$ cat config.mk
export PLATFORM = sky130hd
export DESIGN_NAME = uart_rx_cfg_flat
export DESIGN_NICKNAME = d
export VERILOG_FILES = /design/src/rtl/uart_rx_cfg_pkg.sv /design/src/rtl/uart_rx_cfg_if.sv /design/src/rtl/uart_rx_cfg_sampler.sv /design/src/rtl/uart_rx_cfg.sv /design/src/flat_wrapper.sv
export SDC_FILE = /design/constraint.sdc
export NUM_CORES = 1
export LEC_CHECK = 0
export ABC_AREA = 1
export BUFFER_PORTS_ARGS = -buffer_cell sky130_fd_sc_hd__buf_2
export CORE_ASPECT_RATIO = 1.4
export CORE_UTILIZATION = 52
export DETAILED_ROUTE_END_ITERATION = 7
export GPL_ROUTABILITY_DRIVEN = 0
export HOLD_SLACK_MARGIN = 0.05
export PLACE_DENSITY_LB_ADDON = 0.3
export SKIP_CTS_REPAIR_TIMING = 1
export SYNTH_ARGS = -nofsm -noshare
export SYNTH_HDL_FRONTEND = slang
export SYNTH_SLANG_ARGS = --single-unit
$ cat constraint.sdc
create_clock -name i_clk -period 1.6 [get_ports i_clk]
set_input_delay 0 -clock i_clk [delete_from_list [all_inputs] [get_ports i_clk]]
set_output_delay 0 -clock i_clk [all_outputs]
set_load 0.005 [all_outputs]
$ cat src/rtl/uart_rx_cfg_pkg.sv
// Shared UART definitions: parity modes, receiver states, legal parameter ranges.
// Used by uart_rx_cfg today and by the transmitter later.
package uart_pkg;

  typedef enum logic [1:0] {
    PAR_NONE = 2'd0,
    PAR_ODD  = 2'd1,
    PAR_EVEN = 2'd2
  } parity_t;

  typedef enum logic [2:0] {
    S_IDLE,
    S_START,
    S_DATA,
    S_PARITY,
    S_STOP,
    S_WAIT_HIGH
  } rx_state_t;

  localparam int CLK_DIV_MIN     = 4;
  localparam int DATA_BITS_MIN   = 5;
  localparam int DATA_BITS_MAX   = 9;
  localparam int PARITY_MAX      = 2;
  localparam int STOP_BITS_MIN   = 1;
  localparam int STOP_BITS_MAX   = 2;
  localparam int SYNC_STAGES_MIN = 2;

  function automatic logic maj3(input logic a, input logic b, input logic c);
    return (a & b) | (a & c) | (b & c);
  endfunction

  // States in which the bit-window counter runs.
  function automatic logic is_counting(input rx_state_t s);
    return s inside {S_START, S_DATA, S_PARITY, S_STOP};
  endfunction

endpackage

$ cat src/rtl/uart_rx_cfg_if.sv
// Received-word handshake: data and error flags qualified by valid, accepted by ready.
// Master drives the word; slave returns ready.
interface uart_rx_cfg_if #(
  parameter int DATA_BITS = 8
);
  logic [DATA_BITS-1:0] o_data;
  logic                 o_valid;
  logic                 i_ready;
  logic                 o_parity_err;
  logic                 o_frame_err;
  logic                 o_overrun;

  modport master (
    output o_data, o_valid, o_parity_err, o_frame_err, o_overrun,
    input  i_ready
  );

  modport slave (
    input  o_data, o_valid, o_parity_err, o_frame_err, o_overrun,
    output i_ready
  );
endinterface

$ cat src/rtl/uart_rx_cfg_sampler.sv
// RX synchroniser, bit-window counter and 3-sample majority vote; strobe at cnt = MID+1.
// No backpressure: the counter free-runs while i_run is high and is cleared otherwise.
module uart_bit_sampler
  import uart_pkg::*;
#(
  parameter int CLK_DIV     = 10,
  parameter int SYNC_STAGES = 2
) (
  input  logic i_clk,
  input  logic i_rst,
  input  logic i_rx,
  input  logic i_run,
  output logic o_rx_s,
  output logic o_bit_strobe,
  output logic o_bit_value
);

  localparam int MID   = CLK_DIV / 2;
  localparam int CNT_W = $clog2(CLK_DIV);
  localparam logic [CNT_W-1:0] CNT_V0   = CNT_W'(MID - 1);
  localparam logic [CNT_W-1:0] CNT_V1   = CNT_W'(MID);
  localparam logic [CNT_W-1:0] CNT_V2   = CNT_W'(MID + 1);
  localparam logic [CNT_W-1:0] CNT_LAST = CNT_W'(CLK_DIV - 1);

  logic [SYNC_STAGES-1:0] sync_q;
  logic [CNT_W-1:0]       cnt_q, cnt_d;
  logic                   vote0_q, vote1_q;

  assign o_rx_s = sync_q[SYNC_STAGES-1];

  always_comb begin
    cnt_d = '0;
    if (i_run && (cnt_q != CNT_LAST)) begin
      cnt_d = cnt_q + 1'b1;
    end
  end

  always_ff @(posedge i_clk or posedge i_rst) begin
    if (i_rst) begin
      sync_q  <= '1;
      cnt_q   <= '0;
      vote0_q <= 1'b1;
      vote1_q <= 1'b1;
    end else begin
      sync_q <= {sync_q[SYNC_STAGES-2:0], i_rx};
      cnt_q  <= cnt_d;
      if (cnt_q == CNT_V0) vote0_q <= o_rx_s;
      if (cnt_q == CNT_V1) vote1_q <= o_rx_s;
    end
  end

  // Third vote is taken live in the decision cycle itself.
  assign o_bit_strobe = (cnt_q == CNT_V2);
  assign o_bit_value  = maj3(vote0_q, vote1_q, o_rx_s);

endmodule

$ cat src/rtl/uart_rx_cfg.sv
// Configurable UART receiver; o_valid rises one cycle after the last stop-bit decision.
// One-entry holding register: a frame finishing while the word is unaccepted is dropped with o_overrun.
module uart_rx_cfg
  import uart_pkg::*;
#(
  parameter int CLK_DIV     = 10,
  parameter int DATA_BITS   = 8,
  parameter int PARITY      = 0,
  parameter int STOP_BITS   = 1,
  parameter int SYNC_STAGES = 2
) (
  input  logic          i_clk,
  input  logic          i_rst,
  input  logic          i_rx,
  output logic          o_busy,
  uart_rx_cfg_if.master rx_if
);

  if (CLK_DIV < CLK_DIV_MIN) begin : g_bad_clk_div
    $error("uart_rx_cfg: CLK_DIV out of range");
  end
  if (DATA_BITS < DATA_BITS_MIN || DATA_BITS > DATA_BITS_MAX) begin : g_bad_data_bits
    $error("uart_rx_cfg: DATA_BITS out of range");
  end
  if (PARITY < 0 || PARITY > PARITY_MAX) begin : g_bad_parity
    $error("uart_rx_cfg: PARITY out of range");
  end
  if (STOP_BITS < STOP_BITS_MIN || STOP_BITS > STOP_BITS_MAX) begin : g_bad_stop_bits
    $error("uart_rx_cfg: STOP_BITS out of range");
  end
  if (SYNC_STAGES < SYNC_STAGES_MIN) begin : g_bad_sync
    $error("uart_rx_cfg: SYNC_STAGES out of range");
  end

  localparam parity_t PAR_CFG = parity_t'(PARITY);

  rx_state_t            state_q, state_d;
  logic [3:0]           bit_cnt_q, bit_cnt_d;
  logic                 stop_cnt_q, stop_cnt_d;
  logic [DATA_BITS-1:0] shreg_q, shreg_d, data_q;
  logic                 par_err_q, par_err_d, frm_err_q, frm_err_d, frm_final;
  logic                 valid_q, perr_q, ferr_q, ovr_q;
  logic                 load_req, load, cnt_run;
  logic                 rx_s, bit_strobe, bit_value;

  assign cnt_run = is_counting(state_q) && is_counting(state_d);

  uart_bit_sampler #(
    .CLK_DIV    (CLK_DIV),
    .SYNC_STAGES(SYNC_STAGES)
  ) u_sampler (
    .i_clk       (i_clk),
    .i_rst       (i_rst),
    .i_rx        (i_rx),
    .i_run       (cnt_run),
    .o_rx_s      (rx_s),
    .o_bit_strobe(bit_strobe),
    .o_bit_value (bit_value)
  );

  always_comb begin
    state_d    = state_q;
    bit_cnt_d  = bit_cnt_q;
    stop_cnt_d = stop_cnt_q;
    shreg_d    = shreg_q;
    par_err_d  = par_err_q;
    frm_err_d  = frm_err_q;
    frm_final  = frm_err_q;
    load_req   = 1'b0;
    case (state_q)
      S_IDLE: begin
        if (!rx_s) begin
          state_d    = S_START;
          bit_cnt_d  = '0;
          stop_cnt_d = 1'b0;
          par_err_d  = 1'b0;
          frm_err_d  = 1'b0;
        end
      end
      S_START: begin
        if (bit_strobe) state_d = bit_value ? S_IDLE : S_DATA;
      end
      S_DATA: begin
        if (bit_strobe) begin
          shreg_d = {bit_value, shreg_q[DATA_BITS-1:1]};
          if (bit_cnt_q == 4'(DATA_BITS - 1)) begin
            state_d = (PAR_CFG == PAR_NONE) ? S_STOP : S_PARITY;
          end else begin
            bit_cnt_d = bit_cnt_q + 4'd1;
          end
        end
      end
      S_PARITY: begin
        if (bit_strobe) begin
          par_err_d = ((^shreg_q) ^ bit_value) != (PAR_CFG == PAR_ODD);
          state_d   = S_STOP;
        end
      end
      S_STOP: begin
        if (bit_strobe) begin
          frm_final = frm_err_q | ~bit_value;
          frm_err_d = frm_final;
          if (stop_cnt_q == 1'(STOP_BITS - 1)) begin
            load_req = 1'b1;
            // A low line after a bad stop is a break: wait for it to clear.
            state_d  = frm_final ? S_WAIT_HIGH : S_IDLE;
          end else begin
            stop_cnt_d = 1'b1;
          end
        end
      end
      S_WAIT_HIGH: begin
        if (rx_s) state_d = S_IDLE;
      end
      default: state_d = S_IDLE;
    endcase
  end

  assign load = load_req && (!valid_q || rx_if.i_ready);

  always_ff @(posedge i_clk or posedge i_rst) begin
    if (i_rst) begin
      state_q    <= S_IDLE;
      bit_cnt_q  <= '0;
      stop_cnt_q <= 1'b0;
      shreg_q    <= '0;
      par_err_q  <= 1'b0;
      frm_err_q  <= 1'b0;
      data_q     <= '0;
      valid_q    <= 1'b0;
      perr_q     <= 1'b0;
      ferr_q     <= 1'b0;
      ovr_q      <= 1'b0;
    end else begin
      state_q    <= state_d;
      bit_cnt_q  <= bit_cnt_d;
      stop_cnt_q <= stop_cnt_d;
      shreg_q    <= shreg_d;
      par_err_q  <= par_err_d;
      frm_err_q  <= frm_err_d;
      ovr_q      <= load_req && !load;
      // A load in the accept cycle keeps valid high.
      valid_q    <= load || (valid_q && !rx_if.i_ready);
      if (load) begin
        data_q <= shreg_q;
        perr_q <= par_err_q;
        ferr_q <= frm_final;
      end
    end
  end

  assign rx_if.o_data       = data_q;
  assign rx_if.o_valid      = valid_q;
  assign rx_if.o_parity_err = perr_q;
  assign rx_if.o_frame_err  = ferr_q;
  assign rx_if.o_overrun    = ovr_q;
  assign o_busy             = (state_q != S_IDLE);

endmodule

$ cat src/flat_wrapper.sv
// flat-port wrapper written by rule: the top's interface ports become plain ports
module uart_rx_cfg_flat import uart_pkg::*;
#(
  parameter int CLK_DIV     = 10,
  parameter int DATA_BITS   = 8,
  parameter int PARITY      = 0,
  parameter int STOP_BITS   = 1,
  parameter int SYNC_STAGES = 2
)
  (i_clk, i_rst, i_rx, o_busy, rx_if_o_data, rx_if_o_valid, rx_if_o_parity_err, rx_if_o_frame_err, rx_if_o_overrun, rx_if_i_ready);
  uart_rx_cfg_if #(.DATA_BITS(DATA_BITS)) rx_if_i ();
  input  logic i_clk;
  input  logic i_rst;
  input  logic i_rx;
  output logic o_busy;
  output wire logic [$bits(rx_if_i.o_data)-1:0] rx_if_o_data;
  output wire logic [$bits(rx_if_i.o_valid)-1:0] rx_if_o_valid;
  output wire logic [$bits(rx_if_i.o_parity_err)-1:0] rx_if_o_parity_err;
  output wire logic [$bits(rx_if_i.o_frame_err)-1:0] rx_if_o_frame_err;
  output wire logic [$bits(rx_if_i.o_overrun)-1:0] rx_if_o_overrun;
  input wire logic [$bits(rx_if_i.i_ready)-1:0] rx_if_i_ready;
  assign rx_if_o_data = rx_if_i.o_data;
  assign rx_if_o_valid = rx_if_i.o_valid;
  assign rx_if_o_parity_err = rx_if_i.o_parity_err;
  assign rx_if_o_frame_err = rx_if_i.o_frame_err;
  assign rx_if_o_overrun = rx_if_i.o_overrun;
  assign rx_if_i.i_ready = rx_if_i_ready;
  uart_rx_cfg #(.CLK_DIV(CLK_DIV), .DATA_BITS(DATA_BITS), .PARITY(PARITY), .STOP_BITS(STOP_BITS), .SYNC_STAGES(SYNC_STAGES)) u_core (.i_clk(i_clk), .i_rst(i_rst), .i_rx(i_rx), .o_busy(o_busy), .rx_if(rx_if_i));
endmodule
==> impl_metrics.xml <==
<?xml version="1.0" encoding="UTF-8"?>
<metrics>
  <group name="sta">
    <metric name="final-max-slew-violation-count" unit="">0</metric>
    <metric name="slew_worst_pin" unit="ns">0.450</metric>
    <metric name="final.period_utilization" unit="%">94.8</metric>
    <metric name="min_period" unit="ns">1.52</metric>
    <metric name="rsz0062_at_grt" unit="">true</metric>
    <metric name="finalClockSkew" unit="ns">0.00900</metric>
    <metric name="setup_violations" unit="">0</metric>
    <metric name="timing.slew.headroom" unit="%">70.0</metric>
    <metric name="timing.final.hold_violations" unit="">0</metric>
    <metric name="fmax" unit="GHz">0.660</metric>
  </group>
  <group name="power_and_ir_drop">
    <metric name="vdd_drop_max" unit="mV">1.01</metric>
    <metric name="totalPowerFinal" unit="mW">2.82</metric>
    <metric name="powerDensity" unit="nW/um^2">1270</metric>
    <metric name="p_leak" unit="nW">1.17</metric>
  </group>
  <group name="logic_synthesis">
    <metric name="yosysWarningCount" unit="">0</metric>
    <metric name="ys_seq_elements" unit="">37</metric>
    <metric name="synth.top_cell.area_share" unit="%">44.2</metric>
    <metric name="postSynthNetCount" unit="">220</metric>
    <metric name="ys_types" unit="">27</metric>
    <metric name="synth.cell_area" unit="sq um">1870</metric>
    <metric name="ys_seq_area_share" unit="%">49.8</metric>
    <metric name="avgSynthCellArea" unit="sq um">8.86</metric>
    <metric name="yosys-top-cells-area" unit="">dfrtp_1, nand2_1, inv_1, dfstp_2, o21ai_0</metric>
    <metric name="postSynthCellCount" unit="">211</metric>
    <metric name="synth_largest_area_cell" unit="">dfrtp_1</metric>
  </group>
  <group name="routing">
    <metric name="remaining_drc_errors" unit="">0</metric>
    <metric name="drtIter0Drc" unit="">36</metric>
    <metric name="post_drt_wl_per_cell" unit="microns">11.7</metric>
    <metric name="drt-total-wl" unit="mm">3.36</metric>
    <metric name="vias_per_cell" unit="">4.87</metric>
    <metric name="via_count" unit="">1393</metric>
    <metric name="detail-route-antenna-nets" unit="">0</metric>
    <metric name="first_pass_iters" unit="">4</metric>
  </group>
  <group name="global_route">
    <metric name="grt_overflow_total" unit="">0</metric>
    <metric name="initial_antenna_violation_count" unit="">0</metric>
    <metric name="maximum_number_of_pins_on_one_net_before_global_route_repair" unit="">38</metric>
    <metric name="track_usage" unit="%">20.4</metric>
    <metric name="wire_length_of_the_first_global_routing_pass" unit="mm">5.64</metric>
    <metric name="grt_pass1_vias" unit="">1261</metric>
  </group>
  <group name="placement">
    <metric name="buffer_ports.inserted" unit="">16</metric>
    <metric name="dpl.hpwl" unit="mm">2.42</metric>
  </group>
  <group name="cts">
    <metric name="cts.clk_slew.worst_paths" unit="ns">0.07</metric>
    <metric name="cts_tree" unit="">yes</metric>
    <metric name="cts-buffers-inserted" unit="">5</metric>
    <metric name="clock-root-buffer" unit="">clkbuf_8</metric>
    <metric name="clkSinkCount" unit="">37</metric>
    <metric name="ctsLongestPathBuffers" unit="">2</metric>
    <metric name="later_pin_clock_latency_in_the_skew_report" unit="ns">0.29</metric>
    <metric name="cts_max_level" unit="">2</metric>
  </group>
  <group name="final_layout">
    <metric name="n_fill_cell" unit="">293</metric>
    <metric name="area_delta_synth_final" unit="%">19.1</metric>
    <metric name="post-route-util" unit="%">65.3</metric>
    <metric name="layout_nets" unit="">254</metric>
    <metric name="post_route_cells_drive_above_1_share" unit="%">30.1</metric>
    <metric name="diodes" unit="">0</metric>
  </group>
  <group name="setup_path">
    <metric name="worstRegToRegCells" unit="">11</metric>
    <metric name="timing.reg2reg.setup_slack" unit="ns">0.08</metric>
    <metric name="timing.critical_path.to_type" unit="">flip-flop</metric>
    <metric name="crit_path_max_fanout" unit="">8</metric>
    <metric name="crit_type" unit="">reg -&gt; reg</metric>
    <metric name="crit_slowest_cell" unit="">dfrtp_1</metric>
    <metric name="rr_startpoint" unit="">u_core.u_sampler.cnt_q[0]</metric>
    <metric name="cp_cell_sequence" unit="">inv_2 &gt; ha_4 &gt; nand3_4 &gt; buf_12 &gt; nor2_8 &gt; nand2_2 &gt; nand2_2 &gt; nor2_2 &gt; nand4_2 &gt; nand3_2 &gt; nor2_1</metric>
    <metric name="worstPathRequired" unit="ns">1.82</metric>
    <metric name="crit_path_max_incr_delay" unit="ns">0.39</metric>
    <metric name="worstReg2RegEnd" unit="">u_core.u_sampler.cnt_q[2]</metric>
    <metric name="critical_path.most_common_cell" unit="">nand2_2</metric>
    <metric name="type_of_element_launching_the_critical_path" unit="">flip-flop</metric>
    <metric name="cp.arrival" unit="ns">1.74</metric>
  </group>
  <group name="min_path">
    <metric name="hold_path_class" unit="">in -&gt; reg</metric>
    <metric name="hold-path-endpoint" unit="">u_core.rx_if.o_overrun</metric>
    <metric name="whs_path_depth" unit="">4</metric>
    <metric name="holdCritStartpoint" unit="">rx_if_i_ready</metric>
  </group>
  <group name="floorplanning">
    <metric name="die_w" unit="microns">52.7</metric>
    <metric name="die_height" unit="microns">72.9</metric>
    <metric name="num_io_pins" unit="">17</metric>
    <metric name="floorplan.rows" unit="">25</metric>
    <metric name="start_util" unit="%">54.8</metric>
    <metric name="die_area" unit="sq um">3840</metric>
    <metric name="floorplan.core_area" unit="sq um">3410</metric>
  </group>
  <group name="run">
    <metric name="max_cap_viol_count" unit="">0</metric>
  </group>
  <group name="outcome">
    <metric name="outcome" unit="">finished, final reports clean</metric>
  </group>
</metrics>
==> critical path: cells and delay by family, from the launching register on <==
| family | cells | cell delay, ns |
|---|---|---|
| and+or+nand+nor | 8 | 0.68 |
| adders and majority gates | 1 | 0.13 |
| buffers and inverters | 2 | 0.25 |
| DFF | 1 | 0.39 |
==> worst max-delay path by stage <==
| stage | startpoint | end | slack [ns] | depth (start not counted) |
|---|---|---|---|---|
| after floorplan | u_core.u_sampler.cnt_q[0] | u_core.rx_if.o_parity_err | 0.04 | 6 |
| after global placement | u_core.u_sampler.cnt_q[0] | u_core.u_sampler.cnt_q[1] | 0.06 | 11 |
| after detailed placement | u_core.u_sampler.cnt_q[0] | u_core.u_sampler.cnt_q[3] | 0.03 | 11 |
| after CTS | u_core.u_sampler.cnt_q[0] | u_core.u_sampler.cnt_q[2] | -0.02 | 9 |
| after global routing | u_core.u_sampler.cnt_q[0] | u_core.rx_if.o_frame_err | -0.009 | 8 |
| final | u_core.u_sampler.cnt_q[0] | u_core.u_sampler.cnt_q[2] | 0.08 | 11 |
==> synth_stat cells (all sizes together) <==
master  instances
dfrtp          33
o31ai           1
a211oi          1
xnor2           4
nand2          54
buf             3
a21oi           3
dfstp           4
ha              5
nand4           1
o21ai          21
a22o            1
xor2            5
nand3          14
mux2            1
inv            35
nor2           25
==> state kept, by name, indices dropped and copies added, names as in the netlist <==
name and cells:
u_core.bit_cnt_q 4, u_core.frm_err_q 1, u_core.par_err_q 1, u_core.rx_if.o_data 8, u_core.rx_if.o_frame_err 1, u_core.rx_if.o_overrun 1
u_core.rx_if.o_parity_err 1, u_core.rx_if.o_valid 1, u_core.shreg_q 8, u_core.state_q 3, u_core.u_sampler.cnt_q 4, u_core.u_sampler.sync_q 2
u_core.u_sampler.vote0_q 1, u_core.u_sampler.vote1_q 1
==> through the flow <==
| step | setup TNS, ns | hold slack, ns | setup slack, ns | instances | instance area, sq um |
|---|---|---|---|---|---|
| CTS | -0.0307 | -0.193 | -0.0156 | 282 | 2150 |
| global placement | 0 | 0.112 | 0.0567 | 274 | 2060 |
| detailed placement | 0 | 0.114 | 0.0279 | 274 | 2060 |
| finish | 0 | 0.0252 | 0.0838 | 286 | 2230 |
| global route | -0.0127 | 0.0506 | -0.00938 | 286 | 2230 |
| floorplan | 0 | 0.00448 | 0.0418 | 211 | 1870 |
==> where the power goes <==
part | leakage [nW] | internal (mW) | switching [mW] | total (mW)
sequential | 0.493 | 1.09 | 0.119 | 1.21
combinational | 0.635 | 0.389 | 0.561 | 0.951
clock | 0.0455 | 0.351 | 0.312 | 0.663
==> per-layer routing <==
metal | wire length, microns | vias up | track usage (%)
li1 | - | 720 | -
met4 | 87 | 0 | 8.77
met1 | 1450 | 643 | 26.0
met5 | 0 | - | 0
met2 | 1730 | 19 | 33.5
met3 | 85 | 11 | 3.75
==> logic make-up after synthesis <==
| logic type | after synthesis | synth area share (%) |
|---|---|---|
| muxes | 1 | 0.803 |
| DFF | 37 | 49.8 |
| and+or+nand+nor | 94 | 25.6 |
| xor gates and xnor gates | 9 | 4.22 |
| adders and majority gates | 5 | 3.35 |
| AOI/OAI and AO/OA | 27 | 7.76 |
| buffers and inverters | 38 | 8.50 |
==> cells in the final DEF (no fill, tap or decap), types with 4 or more instances in the layout <==
cell,instances
nand2_1,44
dfrtp_1,33
inv_1,28
buf_2,16
nor2_1,14
o21ai_0,13
nand3_1,11
buf_4,11
nand2_2,9
o21ai_1,8
inv_2,7
clkbuf_8,6
nor2_4,5
nor2_2,5
xor2_1,5
xnor2_1,4
dfstp_2,4
==> layout make-up <==
| class | instances | area [sq um] | area share, % |
|---|---|---|---|
| Sequential cell | 37 | 931 | 41.8 |
| Multi-Input combinational cell | 136 | 822 | 36.9 |
| Timing Repair Buffer | 30 | 203 | 9.10 |
| Inverter | 35 | 131 | 5.90 |
| Clock buffer | 8 | 90.1 | 4.04 |
| Tap cell | 40 | 50.0 | 2.25 |
No activity file was read; power rests on OpenSTA's default activity.
